[src/rtl/input_port_rc.sv]
// Router input port: flit FIFO, XY route computation and a two-state packet
// controller. The head flit at the FIFO front selects an output port. Granted
// flits are forwarded to the crossbar. A tail flit releases the port.
module input_port_rc #(
  parameter int FLIT_W = 16,
  parameter int DEPTH  = 4,
  parameter int CUR_X  = 0,
  parameter int CUR_Y  = 0
) (
  input  logic              clk,
  input  logic              rst,
  input  logic              in_valid,
  output logic              in_ready,
  input  logic [FLIT_W-1:0] in_flit,
  output logic [2:0]        port_dst,
  output logic              port_en,
  input  logic              sw_grant,
  output logic [FLIT_W-1:0] out_flit,
  output logic              out_valid,
  output logic              err_drop
);

  localparam int PTR_W = (DEPTH > 2) ? $clog2(DEPTH) : 1;
  localparam int CNT_W = PTR_W + 1;
  localparam logic [CNT_W-1:0] DEPTH_C = CNT_W'(DEPTH);
  localparam logic [1:0] CUR_X_C = 2'(CUR_X);
  localparam logic       CUR_Y_C = 1'(CUR_Y);

  localparam logic [2:0] DST_EMPTY = 3'b000;
  localparam logic [2:0] DST_LOCAL = 3'b001;
  localparam logic [2:0] DST_X1    = 3'b010;
  localparam logic [2:0] DST_X2    = 3'b011;
  localparam logic [2:0] DST_Y1    = 3'b100;

  typedef enum logic {IDLE, ACTIVE} state_e;

  state_e            state_q, state_d;
  logic [FLIT_W-1:0] mem_q [DEPTH];
  logic [PTR_W-1:0]  wr_ptr_q, wr_ptr_d;
  logic [PTR_W-1:0]  rd_ptr_q, rd_ptr_d;
  logic [CNT_W-1:0]  count_q, count_d;
  logic [2:0]        port_dst_q, port_dst_d;
  logic              port_en_q, port_en_d;
  logic [FLIT_W-1:0] out_flit_q, out_flit_d;
  logic              out_valid_q, out_valid_d;
  logic              err_drop_q, err_drop_d;

  logic              push;
  logic              pop;
  logic              empty;
  logic [FLIT_W-1:0] front;

  // Dimension-ordered routing: resolve X first, then Y, else deliver locally.
  function automatic logic [2:0] xy_route(input logic [1:0] dx, input logic dy);
    if (dx > CUR_X_C)      return DST_X1;
    else if (dx < CUR_X_C) return DST_X2;
    else if (dy != CUR_Y_C) return DST_Y1;
    else                   return DST_LOCAL;
  endfunction

  // Readiness comes from the registered count only, so a full FIFO refuses
  // a flit even in a cycle where it is also popping.
  assign in_ready = ~rst & (count_q < DEPTH_C);
  assign push     = in_valid & in_ready;
  assign empty    = (count_q == '0);
  assign front    = mem_q[rd_ptr_q];

  // Next-state for the packet controller, FIFO pointers and registered outputs.
  always_comb begin
    state_d     = state_q;
    port_dst_d  = port_dst_q;
    port_en_d   = 1'b0;
    out_flit_d  = out_flit_q;
    out_valid_d = 1'b0;
    err_drop_d  = 1'b0;
    pop         = 1'b0;

    unique case (state_q)
      IDLE: begin
        if (!empty) begin
          if (front[FLIT_W-2]) begin
            // Head flit stays in the FIFO; it is forwarded once granted.
            port_dst_d = xy_route(front[FLIT_W-3:FLIT_W-4], front[FLIT_W-5]);
            port_en_d  = 1'b1;
            state_d    = ACTIVE;
          end else begin
            // Orphan body/tail flit with no open packet: discard it.
            pop        = 1'b1;
            err_drop_d = 1'b1;
          end
        end
      end
      ACTIVE: begin
        if (sw_grant && !empty) begin
          pop         = 1'b1;
          out_flit_d  = front;
          out_valid_d = 1'b1;
          if (front[FLIT_W-1]) begin
            port_dst_d = DST_EMPTY;
            port_en_d  = 1'b1;
            state_d    = IDLE;
          end
        end
      end
      default: state_d = IDLE;
    endcase

    wr_ptr_d = push ? wr_ptr_q + PTR_W'(1) : wr_ptr_q;
    rd_ptr_d = pop  ? rd_ptr_q + PTR_W'(1) : rd_ptr_q;

    unique case ({push, pop})
      2'b10:   count_d = count_q + CNT_W'(1);
      2'b01:   count_d = count_q - CNT_W'(1);
      default: count_d = count_q;
    endcase
  end

  // Control and output registers; reset abandons any packet in flight.
  always_ff @(posedge clk) begin
    if (rst) begin
      state_q     <= IDLE;
      wr_ptr_q    <= '0;
      rd_ptr_q    <= '0;
      count_q     <= '0;
      port_dst_q  <= DST_EMPTY;
      port_en_q   <= 1'b0;
      out_flit_q  <= '0;
      out_valid_q <= 1'b0;
      err_drop_q  <= 1'b0;
    end else begin
      state_q     <= state_d;
      wr_ptr_q    <= wr_ptr_d;
      rd_ptr_q    <= rd_ptr_d;
      count_q     <= count_d;
      port_dst_q  <= port_dst_d;
      port_en_q   <= port_en_d;
      out_flit_q  <= out_flit_d;
      out_valid_q <= out_valid_d;
      err_drop_q  <= err_drop_d;
    end
  end

  // Flit storage; stale entries are unreachable once the pointers reset.
  always_ff @(posedge clk) begin
    if (push) begin
      mem_q[wr_ptr_q] <= in_flit;
    end
  end

  assign port_dst  = port_dst_q;
  assign port_en   = port_en_q;
  assign out_flit  = out_flit_q;
  assign out_valid = out_valid_q;
  assign err_drop  = err_drop_q;

endmodule

[config.mk]
export PLATFORM = sky130hd
export DESIGN_NAME = input_port_rc
export DESIGN_NICKNAME = d
export VERILOG_FILES = /design/src/rtl/input_port_rc.sv
export SDC_FILE = /design/constraint.sdc
export NUM_CORES = 1
export LEC_CHECK = 0
export CORE_MARGIN = 2
export CORE_UTILIZATION = 40
export DETAILED_ROUTE_END_ITERATION = 12
export PLACE_DENSITY = 0.7
export SLEW_MARGIN = 20
export SYNTH_ARGS = -nofsm -noshare
export SYNTH_HDL_FRONTEND = slang
export SYNTH_SLANG_ARGS = --single-unit
[constraint.sdc]
create_clock -name clk -period 4.7 [get_ports clk]
set_input_delay 0.94 -clock clk [delete_from_list [all_inputs] [get_ports clk]]
set_output_delay 0.94 -clock clk [all_outputs]
set_load 0.05 [all_outputs]
==> results of run 1 <==
cell type report:
class	count	area, um2	area share
timing repair buffer	44	435	0.0986
clock inverter	7	101	0.0229
multi-input combinational	119	1030	0.233
tap	108	135	0.0306
inverter	8	30.0	0.00680
sequential	96	2560	0.580
clock buffer	9	124	0.0280
critical path: cells and delay by family:
family | cells | cell delay (ns)
buffers and inverters | 3 | 1.43
and+or+nand+nor | 1 | 0.12
sequential cells by signal (all words and copies together), names as in the netlist, named ones only:
signal,flops
count_q,3
rd_ptr_q,2
out_valid,1
wr_ptr_q,2
mem_q,64
port_en,1
out_flit,16
state_q,1
err_drop,1
port_dst,3
through the flow:
stage / cell area [um2] / hold WS (ns)
2_1_floorplan: 3660 / 0.508
3_3_place_gp: 4180 / 0.448
3_5_place_dp: 4190 / 0.446
4_1_cts: 4420 / 0.459
5_1_grt: 4420 / 0.483
6_report: 4420 / 0.456
cells in the final DEF (no fill, tap or decap), types with 2 or more instances in the layout:
master,count
sky130_fd_sc_hd__edfxtp_1,64
sky130_fd_sc_hd__mux4_1,2
sky130_fd_sc_hd__ha_1,5
sky130_fd_sc_hd__clkdlybuf4s50_1,42
sky130_fd_sc_hd__dfxtp_1,32
sky130_fd_sc_hd__buf_4,2
sky130_fd_sc_hd__nor2b_1,3
sky130_fd_sc_hd__and2_1,4
sky130_fd_sc_hd__bufinv_16,2
sky130_fd_sc_hd__nand2_1,33
sky130_fd_sc_hd__mux2i_1,3
sky130_fd_sc_hd__mux4_2,14
sky130_fd_sc_hd__nand2b_1,3
sky130_fd_sc_hd__nor3_1,2
sky130_fd_sc_hd__nor2_1,9
sky130_fd_sc_hd__inv_6,2
sky130_fd_sc_hd__a21oi_1,19
sky130_fd_sc_hd__or3_1,2
sky130_fd_sc_hd__mux2_1,3
sky130_fd_sc_hd__inv_1,8
sky130_fd_sc_hd__xor2_1,2
sky130_fd_sc_hd__clkbuf_8,9
worst paths after layout:
path | startpoint | to | slack (ns) | cells past startpoint
max | rst | in_ready | 1.27 | 4
min | out_flit[3] | out_flit[3] | 0.46 | 2
max reg2reg | flip-flop | count_q[2] | 1.70 | 8
min reg2reg | out_flit[3] | out_flit[3] | 0.46 | 2
routing by layer:
layer  part of all wire  wire length, um  GRT usage
met1               0.47             2910      0.174
met2               0.47             2910      0.213
met4              0.017              108     0.0580
met3              0.040              248     0.0401
met5                  0                0          0
report_power, final:
group	leakage [nW]	internal, mW	switching, mW	total (mW)
Combinational	0.464	0.231	0.299	0.530
Clock	0.112	0.306	0.297	0.603
Sequential	0.840	0.981	0.0579	1.04
Total	1.42	1.52	0.654	2.17
kinds of logic (layout without fill, tap and decap cells):
family	Yosys count	in the layout	share of synthesized area
buf+inv	19	68	0.0219
mux	22	22	0.118
compound gates	27	27	0.0523
fa+ha+maj	6	6	0.0226
xor+xnor	3	3	0.00718
flops	96	96	0.700
simple gates	61	61	0.0783
==> insert_results.sql, run 1 <==
INSERT INTO impl_metrics (metric_group, metric, value, unit) VALUES
('outcome', 'status', 'completed', ''),
('drt', 'detail_route.vias_per_cell', '5.03', ''),
('global_routing', 'maximum_number_of_pins_on_one_net_before_global_route_repair', '35', ''),
('placed_design', 'place.detailed.instances', '375', ''),
('worst_setup_path', 'worst-endpoint-required', '3.76', 'ns'),
('timing', 'worst_slew_pin_slew', '0.844', 'ns'),
('synthesis', 'synth_top_cell_by_area', 'sky130_fd_sc_hd__edfxtp_1', ''),
('worst_setup_path', 'slowest_stage', 'sky130_fd_sc_hd__clkdlybuf4s50_1', ''),
('global_routing', 'grt_pass1_wl', '10000', 'um'),
('clocking', 'post-cts-setup-buffers', '0', ''),
('clocking', 'clkSinkCount', '96', ''),
('floorplan', 'ioPinCount', '43', ''),
('drt', 'detail_route.iter0.violations', '52', ''),
('timing', 'final_min_period_over_clock_period', '0.729', ''),
('power_and_ir_drop', 'power.density_cell_area', '492', 'mW/mm2'),
('global_routing', 'overflow', '0', ''),
('drt', 'route.antenna.remaining_nets', '0', ''),
('floorplan', 'initial_utilization', '0.416', ''),
('timing', 'rsz0062_at_grt', 'no', ''),
('synthesis', 'synth_edf_count', '64', ''),
('clocking', 'cts.reportedPaths.clkPinSlew', '0.09', 'ns'),
('floorplan', 'dieArea', '0.00993', 'mm2'),
('worst_setup_path', 'crit_top_cell', 'sky130_fd_sc_hd__clkdlybuf4s50_1', ''),
('worst_setup_path', 'worst-endpoint-arrival', '2.49', 'ns'),
('floorplan', 'chipWidth', '99.7', 'um'),
('power_and_ir_drop', 'total_leakage_power', '1.42', 'nW'),
('synthesis', 'post_synth_inst_count', '234', ''),
('min_path', 'hp-class', 'flip-flop to flip-flop', ''),
('drt', 'routed_wl_per_cell', '15.8', 'um'),
('power_and_ir_drop', 'ir_worst_vdd', '0.000158', 'V'),
('run', 'max_cap_violations', '0', ''),
('clocking', 'cts.htree.levels', '3', ''),
('floorplan', 'placeableCoreArea', '0.00881', 'mm2'),
('final_layout', 'antenna_cells_inserted', '0', ''),
('power_and_ir_drop', 'total_power', '2.17', 'mW'),
('synthesis', 'cell_area_after_synthesis', '0.00366', 'mm2'),
('synthesis', 'yosysSeqAreaShare', '0.700', ''),
('timing', 'report.final.setup_viol', '0', ''),
('global_routing', 'antenna_found_initial', '0', ''),
('synthesis', 'synthTopCellsByArea', 'sky130_fd_sc_hd__edfxtp_1 52%, sky130_fd_sc_hd__dfxtp_1 17%, sky130_fd_sc_hd__mux4_2 8.6%', ''),
('final_layout', 'n_fill_cell', '737', ''),
('floorplan', 'number_of_core_rows', '34', ''),
('timing', 'finalSetupTns', '0', 'ns'),
('clocking', 'tritoncts', 'built', ''),
('timing', 'period_needed', '3.43', 'ns'),
('drt', 'route.detailed.drc', '0', ''),
('timing', 'final.setup.worst_slack', '1.27', 'ns'),
('synthesis', 'synthesis_stage_register_bit_count', '96', ''),
('final_layout', 'layoutNonFillerInstCount', '391', ''),
('synthesis', 'asyncSetResetFlopFracSynth', '0', ''),
('drt', 'firstDrtPassIters', '4', ''),
('placed_design', 'port_buffers', '42', ''),
('synthesis', 'synth.cells.most_frequent', '64 x sky130_fd_sc_hd__edfxtp_1, 33 x sky130_fd_sc_hd__nand2_1, 32 x sky130_fd_sc_hd__dfxtp_1', ''),
('global_routing', 'grt_use_total', '0.135', ''),
('final_layout', 'share_of_the_core_filled_with_cells_in_the_final_layout', '0.502', ''),
('synthesis', 'synth.yosys.warnings', '0', ''),
('floorplan', 'vert_die_dim', '99.7', 'um'),
('worst_setup_path', 'critical_path_cell_sequence', 'clkdlybuf4s50_1 -> buf_4 -> nor2_1 -> clkdlybuf4s50_1', ''),
('timing', 'finalHoldViolCount', '0', ''),
('final_layout', 'layout.nets', '304', ''),
('synthesis', 'synth_largest_type_area_fraction', '0.525', ''),
('timing', 'final-max-slew-violation-count', '0', ''),
('synthesis', 'avgSynthCellArea', '15.6', 'um2'),
('worst_setup_path', 'critical_path.endpoint_type', 'output pin', ''),
('placed_design', 'place_ws', '1.26', 'ns'),
('timing', 'fmaxAchievable', '0.292', 'GHz'),
('final_layout', 'drive_gt1_frac', '0.131', ''),
('timing', 'final_skew', '0.00709', 'ns'),
('worst_setup_path', 'type_of_the_setup_path_with_the_least_slack', 'input pin to output pin', ''),
('synthesis', 'synthesis.nets', '260', ''),
('placed_design', 'detailedPlacementHpwl', '4050', 'um');
No activity file was read; power rests on OpenSTA's default activity.
==> run 2, diff against run 1 <==
--- a/config.mk
+++ b/config.mk
@@ -8,7 +8,7 @@
 export CORE_MARGIN = 2
 export CORE_UTILIZATION = 40
 export DETAILED_ROUTE_END_ITERATION = 12
-export PLACE_DENSITY = 0.7
+export PLACE_DENSITY = 0.73
 export SLEW_MARGIN = 20
 export SYNTH_ARGS = -nofsm -noshare
 export SYNTH_HDL_FRONTEND = slang
==> constraint.sdc (replaced) <==
create_clock -name clk -period 2.79 [get_ports clk]
set_input_delay 0.558 -clock clk [delete_from_list [all_inputs] [get_ports clk]]
set_output_delay 0.558 -clock clk [all_outputs]
set_load 0.05 [all_outputs]
==> run 2 against run 1 <==
Compared with the run above: sequential power is 67% higher; clock skew rose by 0.0046 ns; worst setup slack got worse by 1.1 ns; die area is the same; via count is 3.0% higher; critical path depth rose by 4; core utilization increased by 0.78 points; flip-flop and latch count is the same; non-clock buffer count rose by 9; hold slack better by 0.00076 ns; routed wire length rose by 2.9%; critical path type is now flip-flop to flip-flop; largest power group unchanged.
==> insert_results.sql, run 2 (synthesized netlist as in run 1, its figures left out) <==
INSERT INTO impl_metrics (metric_group, metric, value, unit) VALUES
('global_routing', 'grt_use_total', '0.140', ''),
('final_layout', 'antenna_cells_inserted', '0', ''),
('power_and_ir_drop', 'netsw', '1.10', 'mW'),
('timing', 'report.final.setup_viol', '0', ''),
('drt', 'route.antenna.remaining_nets', '0', ''),
('clocking', 'post-cts-setup-buffers', '0', ''),
('clocking', 'holdBufCountCts', '0', ''),
('timing', 'final-max-slew-violation-count', '0', ''),
('worst_setup_path', 'worstRegToRegCells', '8', ''),
('clocking', 'tritoncts', 'built', ''),
('power_and_ir_drop', 'p_comb_frac', '0.259', ''),
('power_and_ir_drop', 'power.density_cell_area', '822', 'mW/mm2'),
('final_layout', 'area_growth_syn_to_layout', '22.5', '%'),
('timing', 'finalSetupTns', '0', 'ns'),
('drt', 'detail_route.iter0.violations', '95', ''),
('clocking', 'cts_made_buffers', '9', ''),
('clocking', 'cts.htree.levels', '3', ''),
('clocking', 'cts-resized-gates', '0', ''),
('global_routing', 'antenna_found_initial', '0', ''),
('worst_setup_path', 'timing.rr.end', 'count_q[2]', ''),
('clocking', 'cts.reportedPaths.clkPinSlew', '0.10', 'ns'),
('drt', 'routed_wl_per_cell', '15.9', 'um'),
('drt', 'vias', '2024', ''),
('worst_setup_path', 'worst-path-max-fanout', '6', ''),
('drt', 'route.detailed.drc', '0', ''),
('run', 'max_cap_violations', '0', ''),
('clocking', 'clkSinkCount', '96', ''),
('global_routing', 'grt_pass1_wl', '10600', 'um'),
('timing', 'fmaxAchievable', '0.387', 'GHz'),
('global_routing', 'overflow', '0', ''),
('floorplan', 'initial_utilization', '0.416', ''),
('floorplan', 'vert_die_dim', '99.7', 'um'),
('clocking', 'clk_path_buf_depth', '2', ''),
('floorplan', 'dieArea', '0.00993', 'mm2'),
('floorplan', 'ioPinCount', '43', ''),
('timing', 'finalHoldViolCount', '0', ''),
('final_layout', 'regMostFlops', 'mem_q', ''),
('placed_design', 'place.detailed.instances', '384', ''),
('power_and_ir_drop', 'total_leakage_power', '1.47', 'nW'),
('timing', 'worst_slew_pin_slew', '0.645', 'ns'),
('floorplan', 'number_of_core_rows', '34', ''),
('min_path', 'hp-class', 'flip-flop to flip-flop', ''),
('power_and_ir_drop', 'clockPowerShare', '0.271', ''),
('outcome', 'status', 'completed', ''),
('worst_setup_path', 'worst-endpoint-arrival', '2.87', 'ns'),
('power_and_ir_drop', 'internal_power_of_the_cells', '2.59', 'mW'),
('drt', 'routed_wl', '6360', 'um'),
('final_layout', 'n_fill_cell', '736', ''),
('drt', 'firstDrtPassIters', '5', ''),
('timing', 'rsz0062_at_grt', 'no', ''),
('min_path', 'hold_path_depth', '2', ''),
('worst_setup_path', 'type_of_the_setup_path_with_the_least_slack', 'flip-flop to flip-flop', ''),
('final_layout', 'drive_gt1_frac', '0.161', ''),
('global_routing', 'maximum_number_of_pins_on_one_net_before_global_route_repair', '34', ''),
('placed_design', 'place.gp.congestion', '0.731', ''),
('power_and_ir_drop', 'net_sw_frac', '0.298', ''),
('timing', 'period_needed', '2.58', 'ns'),
('drt', 'detail_route.vias_per_cell', '5.06', ''),
('placed_design', 'detailedPlacementHpwl', '4310', 'um'),
('timing', 'final_skew', '0.0117', 'ns'),
('timing', 'final_min_period_over_clock_period', '0.925', ''),
('timing', 'timing.max_slew.rel_slack', '0.567', ''),
('worst_setup_path', 'category_of_the_worst_setup_path_launch_point', 'flip-flop', ''),
('final_layout', 'layoutNonFillerInstCount', '400', ''),
('final_layout', 'layout.nets', '313', ''),
('min_path', 'min_to', 'out_flit[6]', ''),
('worst_setup_path', 'worst-endpoint-required', '3.08', 'ns'),
('floorplan', 'placeableCoreArea', '0.00881', 'mm2'),
('min_path', 'timing.hold.worst.start', 'out_flit[6]', ''),
('final_layout', 'layout.cells.most_common_list', '64 x sky130_fd_sc_hd__edfxtp_1, 41 x sky130_fd_sc_hd__clkdlybuf4s50_1, 33 x sky130_fd_sc_hd__nand2_1', ''),
('placed_design', 'port_buffers', '42', ''),
('global_routing', 'via_count_of_the_first_global_routing_pass', '2097', ''),
('clocking', 'clock_tree.root_cell', 'sky130_fd_sc_hd__clkbuf_8', ''),
('clocking', 'clkLatencyLatePin', '0.35', 'ns'),
('floorplan', 'chipWidth', '99.7', 'um'),
('power_and_ir_drop', 'power.sequential.fraction', '0.471', ''),
('final_layout', 'largest_register_ff_count', '64', ''),
('worst_setup_path', 'timing.reg2reg.setup_slack', '0.21', 'ns'),
('power_and_ir_drop', 'ir_worst_vdd', '0.000321', 'V'),
('worst_setup_path', 'critical_path.endpoint_type', 'flip-flop', ''),
('final_layout', 'most_common_cell_after_layout_fill_and_taps_aside', 'sky130_fd_sc_hd__edfxtp_1', '');
## run 2: changes by cell type in the layout (fill, tap and decap cells not counted), sizes merged
cell	before	now
buf	2	12
clkdlybuf4s50	42	41
## run 2: worst max-delay path by stage
stage / from / cells past startpoint / end
after global routing: flip-flop / 8 / count_q[2]
after CTS: flip-flop / 8 / count_q[2]
after global placement: sw_grant / 9 / count_q[2]
after floorplan: flip-flop / 9 / count_q[2]
after detailed placement: sw_grant / 9 / count_q[2]
final: flip-flop / 8 / count_q[2]
## run 2: power by group through the flow
stage               registers [mW]  logic, mW  clock network, mW
floorplan                     1.86      0.586                  0
global placement              1.76      0.937                  0
detailed placement            1.77      0.961                  0
CTS                           1.74      0.964               1.03
global route                  1.76       1.04               1.09
finish                        1.74      0.954              0.999
## run 2: critical path, cell delays in order (launching register included)
cell,delay (ns)
sky130_fd_sc_hd__dfxtp_1,0.36
sky130_fd_sc_hd__mux4_2,0.60
sky130_fd_sc_hd__a211oi_2,0.29
sky130_fd_sc_hd__ha_1,0.22
sky130_fd_sc_hd__inv_1,0.06
sky130_fd_sc_hd__fa_1,0.37
sky130_fd_sc_hd__xor2_1,0.16
sky130_fd_sc_hd__or3_1,0.30
sky130_fd_sc_hd__a21oi_1,0.16
## run 2: area by class of cell
class	instances	area, um2	area share
clock buffers	9	124	0.0276
clock inverters	7	103	0.0229
inverters	8	30.0	0.00669
multi-input cells	119	1020	0.227
flip-flops and latches	96	2560	0.571
well taps	108	135	0.0301
repair buffers	53	513	0.114
## run 2: metal layers
| metal | vias up | share of wire | GRT usage |
|---|---|---|---|
| met5 | - | 0 | 0 |
| met4 | 0 | 0.010 | 0.0558 |
| met3 | 7 | 0.040 | 0.0358 |
| met2 | 40 | 0.50 | 0.227 |
| met1 | 1007 | 0.45 | 0.183 |
| li1 | 970 | - | - |
## run 2: through the flow
| step | setup slack, ns | total power, mW | hold WS (ns) | area [um2] | util |
|---|---|---|---|---|---|
| 2_1_floorplan | 0.188 | 2.45 | 0.508 | 3660 | - |
| 3_3_place_gp | 0.134 | 2.69 | 0.445 | 4260 | 0.484 |
| 3_5_place_dp | 0.0674 | 2.73 | 0.448 | 4260 | 0.484 |
| 4_1_cts | 0.195 | 3.73 | 0.460 | 4490 | 0.509 |
| 5_1_grt | 0.0587 | 3.89 | 0.477 | 4490 | 0.509 |
| 6_report | 0.208 | 3.69 | 0.457 | 4490 | 0.509 |
